===== src/rtl/toggle_arb_pkg.sv =====
// toggle_arb_pkg: shared constants and round-robin helper functions
package toggle_arb_pkg;

    localparam int DEF_N_REQ = 4;
    localparam int DEF_W     = 8;
    localparam int MAX_N     = 32;

    // Rotating-priority search: returns the first set bit at or after ptr,
    // wrapping modulo n. Returns ptr when nothing is eligible.
    function automatic int rr_pick(input logic [MAX_N-1:0] elig, input int ptr, input int n);
        int idx;
        rr_pick = ptr;
        for (int k = n - 1; k >= 0; k--) begin
            idx = (ptr + k) % n;
            if (elig[idx]) rr_pick = idx;
        end
    endfunction

    // One-hot encoding of an index.
    function automatic logic [MAX_N-1:0] onehot(input int idx);
        onehot = '0;
        onehot[idx] = 1'b1;
    endfunction

endpackage


===== src/rtl/toggle_rr_arbiter_rr_pick.sv =====
// rr_pick_logic: combinational rotate-priority winner search
import toggle_arb_pkg::*;

module rr_pick_logic #(
    parameter int N_REQ = DEF_N_REQ,
    localparam int IDW  = $clog2(N_REQ)
) (
    input  logic [N_REQ-1:0] elig,
    input  logic [IDW-1:0]   ptr,
    output logic [IDW-1:0]   g,
    output logic             any
);

    assign g   = IDW'(rr_pick(MAX_N'(elig), int'(ptr), N_REQ));
    assign any = |elig;

endmodule


===== src/rtl/toggle_rr_arbiter.sv =====
// toggle_rr_arbiter: round-robin shared toggle-bank with one-cycle acks
import toggle_arb_pkg::*;

module toggle_rr_arbiter #(
    parameter int N_REQ = DEF_N_REQ,
    parameter int W     = DEF_W,
    localparam int IDW  = $clog2(N_REQ)
) (
    input  logic               clk,
    input  logic               rst,
    input  logic [N_REQ-1:0]   req,
    input  logic [N_REQ*W-1:0] mask,
    input  logic               hold,
    input  logic               clr,
    output logic [N_REQ-1:0]   ack,
    output logic               grant_vld,
    output logic [IDW-1:0]     grant_id,
    output logic [W-1:0]       q
);

    logic [IDW-1:0]   ptr;
    logic [IDW-1:0]   g;
    logic             any;
    logic [N_REQ-1:0] elig;
    logic [W-1:0]     mask_sel;

    // A requester in its ack cycle is skipped so it can drop req without a double grant.
    assign elig     = req & ~ack;
    assign mask_sel = mask[int'(g)*W +: W];

    rr_pick_logic #(.N_REQ(N_REQ)) u_pick (
        .elig (elig),
        .ptr  (ptr),
        .g    (g),
        .any  (any)
    );

    // Bank, ack, grant and pointer update: rst > clr > hold > grant > idle.
    always_ff @(posedge clk) begin
        if (rst) begin
            q         <= '0;
            ack       <= '0;
            grant_vld <= 1'b0;
            grant_id  <= '0;
            ptr       <= '0;
        end else if (clr) begin
            q         <= '0;
            ack       <= '0;
            grant_vld <= 1'b0;
        end else if (hold) begin
            ack       <= '0;
            grant_vld <= 1'b0;
        end else if (any) begin
            q         <= q ^ mask_sel;
            ack       <= N_REQ'(onehot(int'(g)));
            grant_vld <= 1'b1;
            grant_id  <= g;
            ptr       <= (int'(g) == N_REQ - 1) ? '0 : g + 1'b1;
        end else begin
            ack       <= '0;
            grant_vld <= 1'b0;
        end
    end

endmodule

===== config.mk =====
export PLATFORM = sky130hd
export DESIGN_NAME = toggle_rr_arbiter
export DESIGN_NICKNAME = d
export VERILOG_FILES = /design/src/rtl/toggle_arb_pkg.sv /design/src/rtl/toggle_rr_arbiter_rr_pick.sv /design/src/rtl/toggle_rr_arbiter.sv
export SDC_FILE = /design/constraint.sdc
export NUM_CORES = 1
export LEC_CHECK = 0
export ABC_CLOCK_PERIOD_IN_PS = 1700
export BUFFER_PORTS_ARGS = -buffer_cell sky130_fd_sc_hd__buf_2
export CORE_AREA = 3 3 56 58
export DETAILED_ROUTE_END_ITERATION = 7
export DIE_AREA = 0 0 59 61
export GPL_ROUTABILITY_DRIVEN = 0
export GPL_TIMING_DRIVEN = 1
export PLACE_DENSITY = 0.73
export SYNTH_ARGS = -nofsm -noshare
export SYNTH_HDL_FRONTEND = slang
export SYNTH_SLANG_ARGS = --single-unit

===== constraint.sdc =====
create_clock -name clk -period 1.7 [get_ports clk]
set_input_delay 0.51 -clock clk [delete_from_list [all_inputs] [get_ports clk]]
set_output_delay 0.51 -clock clk [all_outputs]
set_load 0.01 [all_outputs]

## Word level (Yosys, flattened, before mapping)

Index checks and enable logic that the tools add are counted.

| operators by class | value |
|---|---|
| $add $sub $neg | 4 |
| $mul | 0 |
| divide/modulo/power cells | 0 |
| order comparisons | 6 |
| equality and inequality tests | 1 |
| shift operators | 1 |
| multiplexer cells | 19 |
| bitwise operators | 9 |
| reductions and logical operators | 10 |

Operators by type and width:

| cell | number |
|---|---|
| $shiftx 32x6->8 | 1 |
| $lt 3x7->1 const B | 3 |
| $lt 2x6->1 const B | 2 |
| $mux 2 | 5 |
| $bmux 1 s3 | 3 |
| $mux 1 | 9 |
| $reduce_or 2->1 | 4 |
| $reduce_or 4->1 | 2 |
| $xor 8x8->8 | 1 |
| $add 2x1->2 const B | 2 |
| $add 2x2->2 const B | 2 |
| $and 4x4->4 | 1 |
| $not 4->4 | 1 |
| $and 1x1->1 const A | 3 |
| $not 1->1 | 3 |
| $reduce_and 3->1 | 1 |
| $reduce_or 3->1 | 1 |
| $bmux 1 s2 | 1 |
| $demux 1 s2 | 1 |
| $eq 2x1->1 const B | 1 |
| $ge 2x1->1 const B | 1 |
| $reduce_and 2->1 | 1 |
| $logic_and 1x1->1 | 1 |

| storage, ports and cells | value |
|---|---|
| register bits | 17 |
| bits in latches | 0 |
| RAM bits | 0 |
| memory bits (read-only) | 0 |
| input bits | 40 |
| output and inout bits | 15 |
| logic and storage cells | 55 |
| memories | 0 |

## Logic depth before layout (Yosys ltp)

Gate-level depths: netlist of run 1.

| logic depth | value |
|---|---|
| word-level depth | 14 |
| depth in mapped cells | 9 |

## Cells and area by module

A second synthesis of run 1 with hierarchy kept.

| unflattened totals | value |
|---|---|
| cells, all modules | 105 |
| area, all modules | 1,027.2 sq um |

By module, submodules not included:

| module | times used | cells an instance | area an instance (sq um) | seq. area each (sq um) |
|---|---|---|---|---|
| toggle_rr_arbiter | 1 | 89 | 927.1 | 340.3 |
| rr_pick_logic | 1 | 16 | 100.1 | 0.0 |

## Least setup slack after synthesis of run 1

No wires, ideal clock.

| timing | value |
|---|---|
| path kind | input-to-reg |
| start point | input port req[2] |
| end point | register ptr[0] |
| library setup time | 0.070 ns |
| arrival time | 1.765 ns |
| required time | 1.630 ns |
| path slack | -0.135 ns |
| stages | 9 |
| buffers on the path | 1 |
| cell sequence | nor2b_1 > a311o_1 > o21ai_2 > inv_6 > buf_12 > ha_1 > nor2_1 > nand2_1 > a21oi_1 |

| between the ends | value |
|---|---|
| longest elaborated chain between the ends | 10 |
| elaborated cells on any way between the ends | 21 |
| classes of those cells | add/sub (1); eq/ne (1); mux (16); bitwise (1); reduce/logical (2) |

RTL lines:

| what | RTL line | RTL |
|---|---|---|
| from (decl) | toggle_rr_arbiter.sv:11 | `input logic [N_REQ-1:0] req,` |
| $and 4x4->4 * | toggle_rr_arbiter.sv:28 | `assign elig = req & ~ack;` |
| $bmux 1 s3 | toggle_arb_pkg.sv:15 | `if (elig[idx]) rr_pick = idx;` |
| $mux 1 (implied by the code) (2 in series) | toggle_arb_pkg.sv:15 |  |
| $mux 2 (3 in series) | toggle_arb_pkg.sv:15 |  |
| $mux 2 * | toggle_arb_pkg.sv:15 |  |
| net g[1] | toggle_rr_arbiter.sv:22 | `logic [IDW-1:0] g;` |
| $eq 2x1->1 * | toggle_rr_arbiter.sv:58 | `ptr <= (int'(g) == N_REQ - 1) ? '0 : g + 1'b1;` |
| $mux 2 * | toggle_rr_arbiter.sv:58 |  |
| to (signal assigned) | toggle_rr_arbiter.sv:58 |  |
| to (decl) | toggle_rr_arbiter.sv:21 | `logic [IDW-1:0] ptr;` |

The timed path passes the listed nets; every way through them passes the cells marked *. The select of a mux whose other input is x is not followed.
A chain may end at the register's enable or synchronous reset.

## Final worst setup path of run 1

| timing | value |
|---|---|
| start point | register ptr[1] |
| end point | register q[5] |

| between the ends | value |
|---|---|
| longest elaborated chain between the ends | 12 |
| elaborated cells on any way between the ends | 26 |
| classes of those cells | add/sub (3); shift (1); mux (15); bitwise (4); reduce/logical (3) |

RTL lines:

| what | RTL line | RTL |
|---|---|---|
| $add 2x2->2 | toggle_arb_pkg.sv:14 | `idx = (ptr + k) % n;` |
| $reduce_or 2->1 (no source line) | - |  |
| $and 1x1->1 (no source line) | - |  |
| $bmux 1 s3 | toggle_arb_pkg.sv:15 |  |
| $mux 1 (implied by the code) (2 in series) | toggle_arb_pkg.sv:15 |  |
| $mux 2 (3 in series) | toggle_arb_pkg.sv:15 |  |
| $mux 2 * | toggle_arb_pkg.sv:15 |  |
| $shiftx 32x6->8 * | toggle_rr_arbiter.sv:29 | `assign mask_sel = mask[int'(g)*W +: W];` |
| $xor 8x8->8 * | toggle_rr_arbiter.sv:54 | `q <= q ^ mask_sel;` |
| to (signal assigned) | toggle_rr_arbiter.sv:54 |  |
| to (decl) | toggle_rr_arbiter.sv:18 | `output logic [W-1:0] q` |

Every way passes the cells marked *; elsewhere a longest branch is shown, timed or not. The select of a mux whose other input is x is not followed.

==> impl_results.md, run 1 <==
* Worst Setup End Kind: flip-flop
* Tightest Pin Transition at 0.3502 ns
* Seq/Total Area, Yosys at 0.3192
* Reg clk slew, reported paths at 0.11 ns
* Most area-hungry cell type in the Yosys netlist: dfxtp_1
* # hold bufs at CTS at 0
* Post-Synth XOR/XNOR Area at 0
* CP arrival at 2.01 ns
* Kind of critical path: flip-flop to flip-flop
* Final Setup Violations at 10
* Crit-path leading delay family: compound AO/OA/AOI/OAI gates
* Slowest CP cell: dfxtp_1
* Post-synth EDFFs at 0
* Critical Path Max Stage Delay at 0.44 ns
* Violated checks: setup timing
* Largest family of logic cells by synthesized area: multiplexers
* WHS at 0.4756 ns
* Share of post-route cells with drive strength above 1 at 0.4780
* Synth warn at 0
* Final ANT Viol Nets at 0
* Critical path cell sequence: nand2b_1 -> a21oi_1 -> o21ai_4 -> inv_4 -> mux2i_1 -> o22ai_1 -> mux2i_1
* Fmax at 0.5628 GHz
* Global route overflow at 0
* Vias per inst at 5.235
* Post-route cell area at 0.001530 mm²
* Initial DRC Count at 30
* Syn nets at 161
* Max-cap violations at 0
* Vias in the first global route at 1113
* Compound-Gate Fraction of Synth Area at 0.1573
* Worst-path fanout max at 9
* Adder-Cell Fraction of Synth Area at 0.04695
* Mapped cell area at 0.001066 mm²
* Area after DPL at 0.001408 mm²
* DIE WIDTH at 59 µm
* PwrDens at 668.0 mW/mm²
* Via count at 1115
* Hpwl dp at 2.216 mm
* Leak pwr at 0.0007254 µW
* CP most frequent cell: mux2i_1
* CTS HTree Levels at 1
* # nets final at 227
* Mean Syn Cell Area at 9.111 µm²
* # IOs at 55
* Total power at 1022 µW
* Area share of the largest cell type after synthesis at 0.3192
* Largest net degree at the start of global routing at 16
* Mux cell area share after synthesis at 0.2254
* Top_reg_cell synth: dfxtp_1
* Cell Rows at 19
* Max-slew violation count at 0
* Placed cell count at 204
* CP required at 1.93 ns
* Die Y at 61 µm
* Post-Route Skew at 0.006793 ns
* Flops & latches, synth at 17
* Root buffer selected by CTS: clkbuf_4
* Crit path time final at 1.777 ns
* CTS tree: built
* Pre-antenna DRT Iters at 4
* Worst path bufs/invs at 1
* Tot GR Track Use at 0.1732
* # diodes at 0
* # fillers at 253
* Hold Fails Final Rpt at 0
* Die area at 0.003599 mm²
* Maximum root-to-sink buffer count at 2
* CTS Buf Count at 3
* Final worst path period share at 1.045
* Initial cell density of the core at 0.3934
* Non-filler cells, final at 213
* Post-synthesis cell count at 117
* Async set-reset flop share out of synthesis at 0
* RSZ-0062 raised after global routing: yes
* TritonCTS Sinks at 17
* # DRC at 0
* IO buf count at 54
* Simple-gate area share of the yosys netlist at 0.2019
* Synth area leaders: dfxtp_1, mux2i_1, ha_1
* Slew margin rel. at 0.7657
* Initial antenna violation count at 0
* Final Worst Setup Slack at -0.07668 ns
* Post-synthesis cell type count at 28
* Worst hold path class: flip-flop to flip-flop
* Status: complete, but fails checks
* First-pass GRT wire length at 4.788 mm
* Skew-Pair Late Insertion Delay at 0.29 ns
* Worst setup SP type: flip-flop
* Area Growth Syn to Fin at 43.54%
* Peak supply drop at 0.0006448 V
* Total Wirelength at 3.002 mm
* Core area at 0.002710 mm²
* DR WL/cell at 14.09 µm
stage by stage:
stage	worst slack (ns)	setup TNS, ns	util
global placement	-0.2236	-2.028	0.5194
floorplan	-0.1213	-1.028	-
finish	-0.07668	-0.4820	0.5646
global route	-0.2197	-1.610	0.5646
CTS	-0.03646	-0.1783	0.5485
detailed placement	-0.3112	-2.884	0.5194
cell usage after synthesis (2+ instances only):
library cell	n
o21ai_0	4
o221ai_1	2
nand2_1	12
dfxtp_1	17
inv_1	3
nor2b_1	3
or3_1	8
nand2b_1	5
nor2_1	3
and2_1	4
a21oi_1	5
mux2i_1	24
ha_1	4
clkbuf_1	2
o22ai_1	8
placed cells by master (no fill, tap or decap), types with 2 or more instances in the layout:
cell and instances:
inv_1 3, mux2i_1 24, o22ai_1 6, o221ai_1 2, buf_4 8, inv_4 2
or3_1 8, nand2_1 12, nor2_1 3, o22ai_2 2, and2_1 4, buf_2 54
ha_1 3, nand2b_4 3, dfxtp_1 15, a21oi_1 5, clkbuf_4 3, dfxtp_2 2
o21ai_0 4, nand2b_1 2
power breakdown:
group	switching, µW	internal (µW)
Sequential	16.7	420
Combinational	178	179
Clock	141	87.4
routing by layer:
metal | GRT usage | part of all wire
met1 | 0.1923 | 0.38
met3 | 0.02766 | 0.056
met2 | 0.3407 | 0.56
met4 | 0.04207 | 0.0023
met5 | 0 | 0
final cells by class:
type                    count  area [µm²]  area share
multi-input cells          92       744.5      0.4865
repair buffers             63       341.6      0.2232
well taps                  31       38.79     0.02535
clock inverters             1       5.005    0.003271
inverters                   4       22.52     0.01472
repair inverters            2       12.51    0.008177
flip-flops and latches     17       342.8      0.2240
clock buffers               3       22.52     0.01472
sequential cells by signal, indices dropped and copies added (netlist names):
name and cells:
ack 4, grant_vld 1, q 8, grant_id 2, ptr 2
timing repair:
item	in CTS	in global routing
cloned	2	0
pin swaps	1	4
endpoints found under the setup margin	8	12
setup buffers	1	2
resized for setup	8	7
kinds of logic (layout without fill, tap and decap cells):
| family | count (synthesis) | after routing |
|---|---|---|
| fa+ha+maj | 4 | 4 |
| simple gates | 39 | 39 |
| mux | 24 | 24 |
| flops | 17 | 17 |
| buf+inv | 8 | 73 |
| compound gates | 25 | 25 |
worst paths after layout:
check | startpoint | slack (ns) | to | cells after the start
worst max-delay path | ptr[1] | -0.08 | q[5] | 7
worst min-delay path | q[7] | 0.48 | q[7] | 2
worst min register to register | q[7] | 0.48 | q[7] | 2
worst max register to register | ptr[1] | -0.08 | q[5] | 7
worst min-delay path, cell delays in order (launching register included):
cell,delay (ns)
dfxtp_1,0.34
nand2_1,0.05
mux2i_1,0.05
No activity file was read; power rests on OpenSTA's default activity.
==> run 2: changes to the inputs <==
==> constraint.sdc (replaced) <==
create_clock -name clk -period 1.7 [get_ports clk]
set_input_delay 0.17 -clock clk [delete_from_list [all_inputs] [get_ports clk]]
set_output_delay 0.17 -clock clk [all_outputs]
set_load 0.01 [all_outputs]
==> run 2 against run 1 <==
Compared with the run above: the flow still finishes with violations (setup timing); flip-flop and latch count is the same; critical path type unchanged; first-iteration DRC count fell by 33%; sequential power is essentially flat; clock power fell by 6%; global-route usage shrank 3.0 points.
==> impl_results.md, run 2 (synthesis results as in run 1) <==
* Status: complete, but fails checks
* Violated checks: setup timing
* Initial DRC Count at 20 (-33%)
* Worst hold path class: input port to flip-flop
* FF-to-FF End: q[1]
* Worst Setup EP: q[1]
* CTS HTree Levels at 1 (unchanged)
* # DRC at 0 (unchanged)
* # IOs at 55 (unchanged)
* Cell Rows at 19 (unchanged)
* # diodes at 0 (unchanged)
* Fmax at 0.5858 GHz (+4.1%)
* Slew margin rel. at 0.6695 (-0.09616)
* Cts repair resizes at 1 (-7)
* Max-slew violation count at 0 (unchanged)
* Pre-antenna DRT Iters at 4 (unchanged)
* Worst setup SP type: flip-flop
* Hold-critical path depth at 2 (unchanged)
* Leading cell type in the layout, fill and taps excluded: buf_2
* Final ANT Viol Nets at 0 (unchanged)
* Top reg by flops: q
* Top flop regs: q (8), ack (4)
* Die area at 0.003599 mm² (unchanged)
* Final worst path period share at 1.004 (-0.04098)
* Vias per inst at 5.059 (-3.4%)
* Vias in the first global route at 936 (-16%)
* Area Growth Syn to Fin at 32.86%
* Crit-path leading delay family: compound AO/OA/AOI/OAI gates
* CP required at 1.92 ns (about the same)
* CP Launch Point: ack[2]
* # hold bufs at CTS at 0 (unchanged)
* Post-route cell area at 0.001416 mm² (-7.4%)
* Peak supply drop at 0.0004096 V (-36%)
* R2R setup slack at -0.007 ns (+0.07 ns)
* Setup_tns at -0.007023 ns (+0.4750 ns)
* Tot GR Track Use at 0.1437 (-0.02954)
* Kind of critical path: flip-flop to flip-flop
* R2R Path Start: ack[2]
* Hpwl dp at 2.025 mm (-8.6%)
* DIE WIDTH at 59 µm (unchanged)
* PwrDens at 670.6 mW/mm² (+0.38%)
* Maximum root-to-sink buffer count at 2 (unchanged)
* Commonest non-fill, non-tap cells in the layout: buf_2, mux2i_1, dfxtp_1
* Initial antenna violation count at 0 (unchanged)
* Worst-path fanout max at 8 (-1)
* Core area at 0.002710 mm² (unchanged)
* Total Wirelength at 2.561 mm (-15%)
* IO buf count at 54 (unchanged)
* Die Y at 61 µm (unchanged)
* Initial cell density of the core at 0.3934 (unchanged)
* Share of post-route cells with drive strength above 1 at 0.4220 (-0.05606)
* Tightest Pin Transition at 0.4939 ns (+0.1437 ns)
* CTS tree: built
* Critical Path Max Stage Delay at 0.36 ns (-0.08 ns)
* Max FFs per register at 8 (unchanged)
* Global route overflow at 0 (unchanged)
* Via count at 1032 (-7.4%)
* First-pass GRT wire length at 4.043 mm (-16%)
* CP arrival at 1.93 ns (-0.08 ns)
* Reg2Reg Depth at 6 (-1)
* Worst Setup End Kind: flip-flop
* Levels on crit path at 6 (-1)
* TritonCTS Sinks at 17 (unchanged)
* RSZ-0062 raised after global routing: yes
* Hold Fails Final Rpt at 0 (unchanged)
* CTS Buf Count at 3 (unchanged)
* Leak pwr at 0.0006592 µW (-9.1%)
* Largest net degree at the start of global routing at 20 (+4)
* Area after DPL at 0.001368 mm² (-2.8%)
* Max-cap violations at 0 (unchanged)
* Post-CTS setup buffer count at 0 (-1)
* Slowest CP cell: a41o_2
* Worst hold start: rst
* Final Worst Setup Slack at -0.007023 ns (+0.06966 ns)
* Reg clk slew, reported paths at 0.09 ns (-0.02 ns)
* DR WL/cell at 12.55 µm (-11%)
* Post-Route Skew at 0.003297 ns (-0.003497 ns)
* Final Setup Violations at 1 (-9)
* Skew-Pair Late Insertion Delay at 0.29 ns (about the same)
* Root buffer selected by CTS: clkbuf_4
* Crit path time final at 1.707 ns (-0.06966 ns)
* # nets final at 218 (-4.0%)
* Critical path cell sequence: nand2b_1 -> a41o_2 -> inv_1 -> nand2_2 -> o22ai_1 -> mux2i_1
* Worst path bufs/invs at 1 (unchanged)
run 2: metrics by stage:
stage               setup WS, ns  instances  utilization  total power (µW)  hold WS, ns
finish                 -0.007023        204       0.5226             949.8       0.2026
global route             -0.1213        204       0.5226              1012       0.2271
CTS                    -0.009063        204       0.5152             952.2       0.1892
detailed placement      -0.04248        200       0.5046             736.3       0.4558
global placement         0.06383        200       0.5046             727.4       0.4514
floorplan                0.01595        117            -             646.8       0.2763
run 2: cell type report:
class,count,area [µm²]
inverter,4,20.02
clock buffer,4,26.28
fill,268,1294
multi-input combinational,92,703.2
timing repair buffer,56,285.3
sequential,17,342.8
tap,31,38.79
run 2: how the worst min path moves through the flow:
| stage | endpoint | slack [ns] |
|---|---|---|
| global placement | q[4] | 0.45 |
| floorplan | grant_vld | 0.28 |
| global route | ptr[1] | 0.23 |
| CTS | ptr[1] | 0.19 |
| detailed placement | q[0] | 0.46 |
| finish | ptr[1] | 0.20 |
run 2: per-layer routing:
metal	up-vias	wire, µm	global-route usage
met3	3	171	0.02340
met2	37	1279	0.2397
met5	-	0	0
li1	539	-	-
met4	0	25	0.04854
met1	453	1085	0.1887
run 2: power by group:
| group | internal [µW] | total (µW) | switching, µW |
|---|---|---|---|
| combinational | 151 | 301 | 150 |
| sequential | 419 | 435 | 15.5 |
| clock | 91.3 | 214 | 123 |
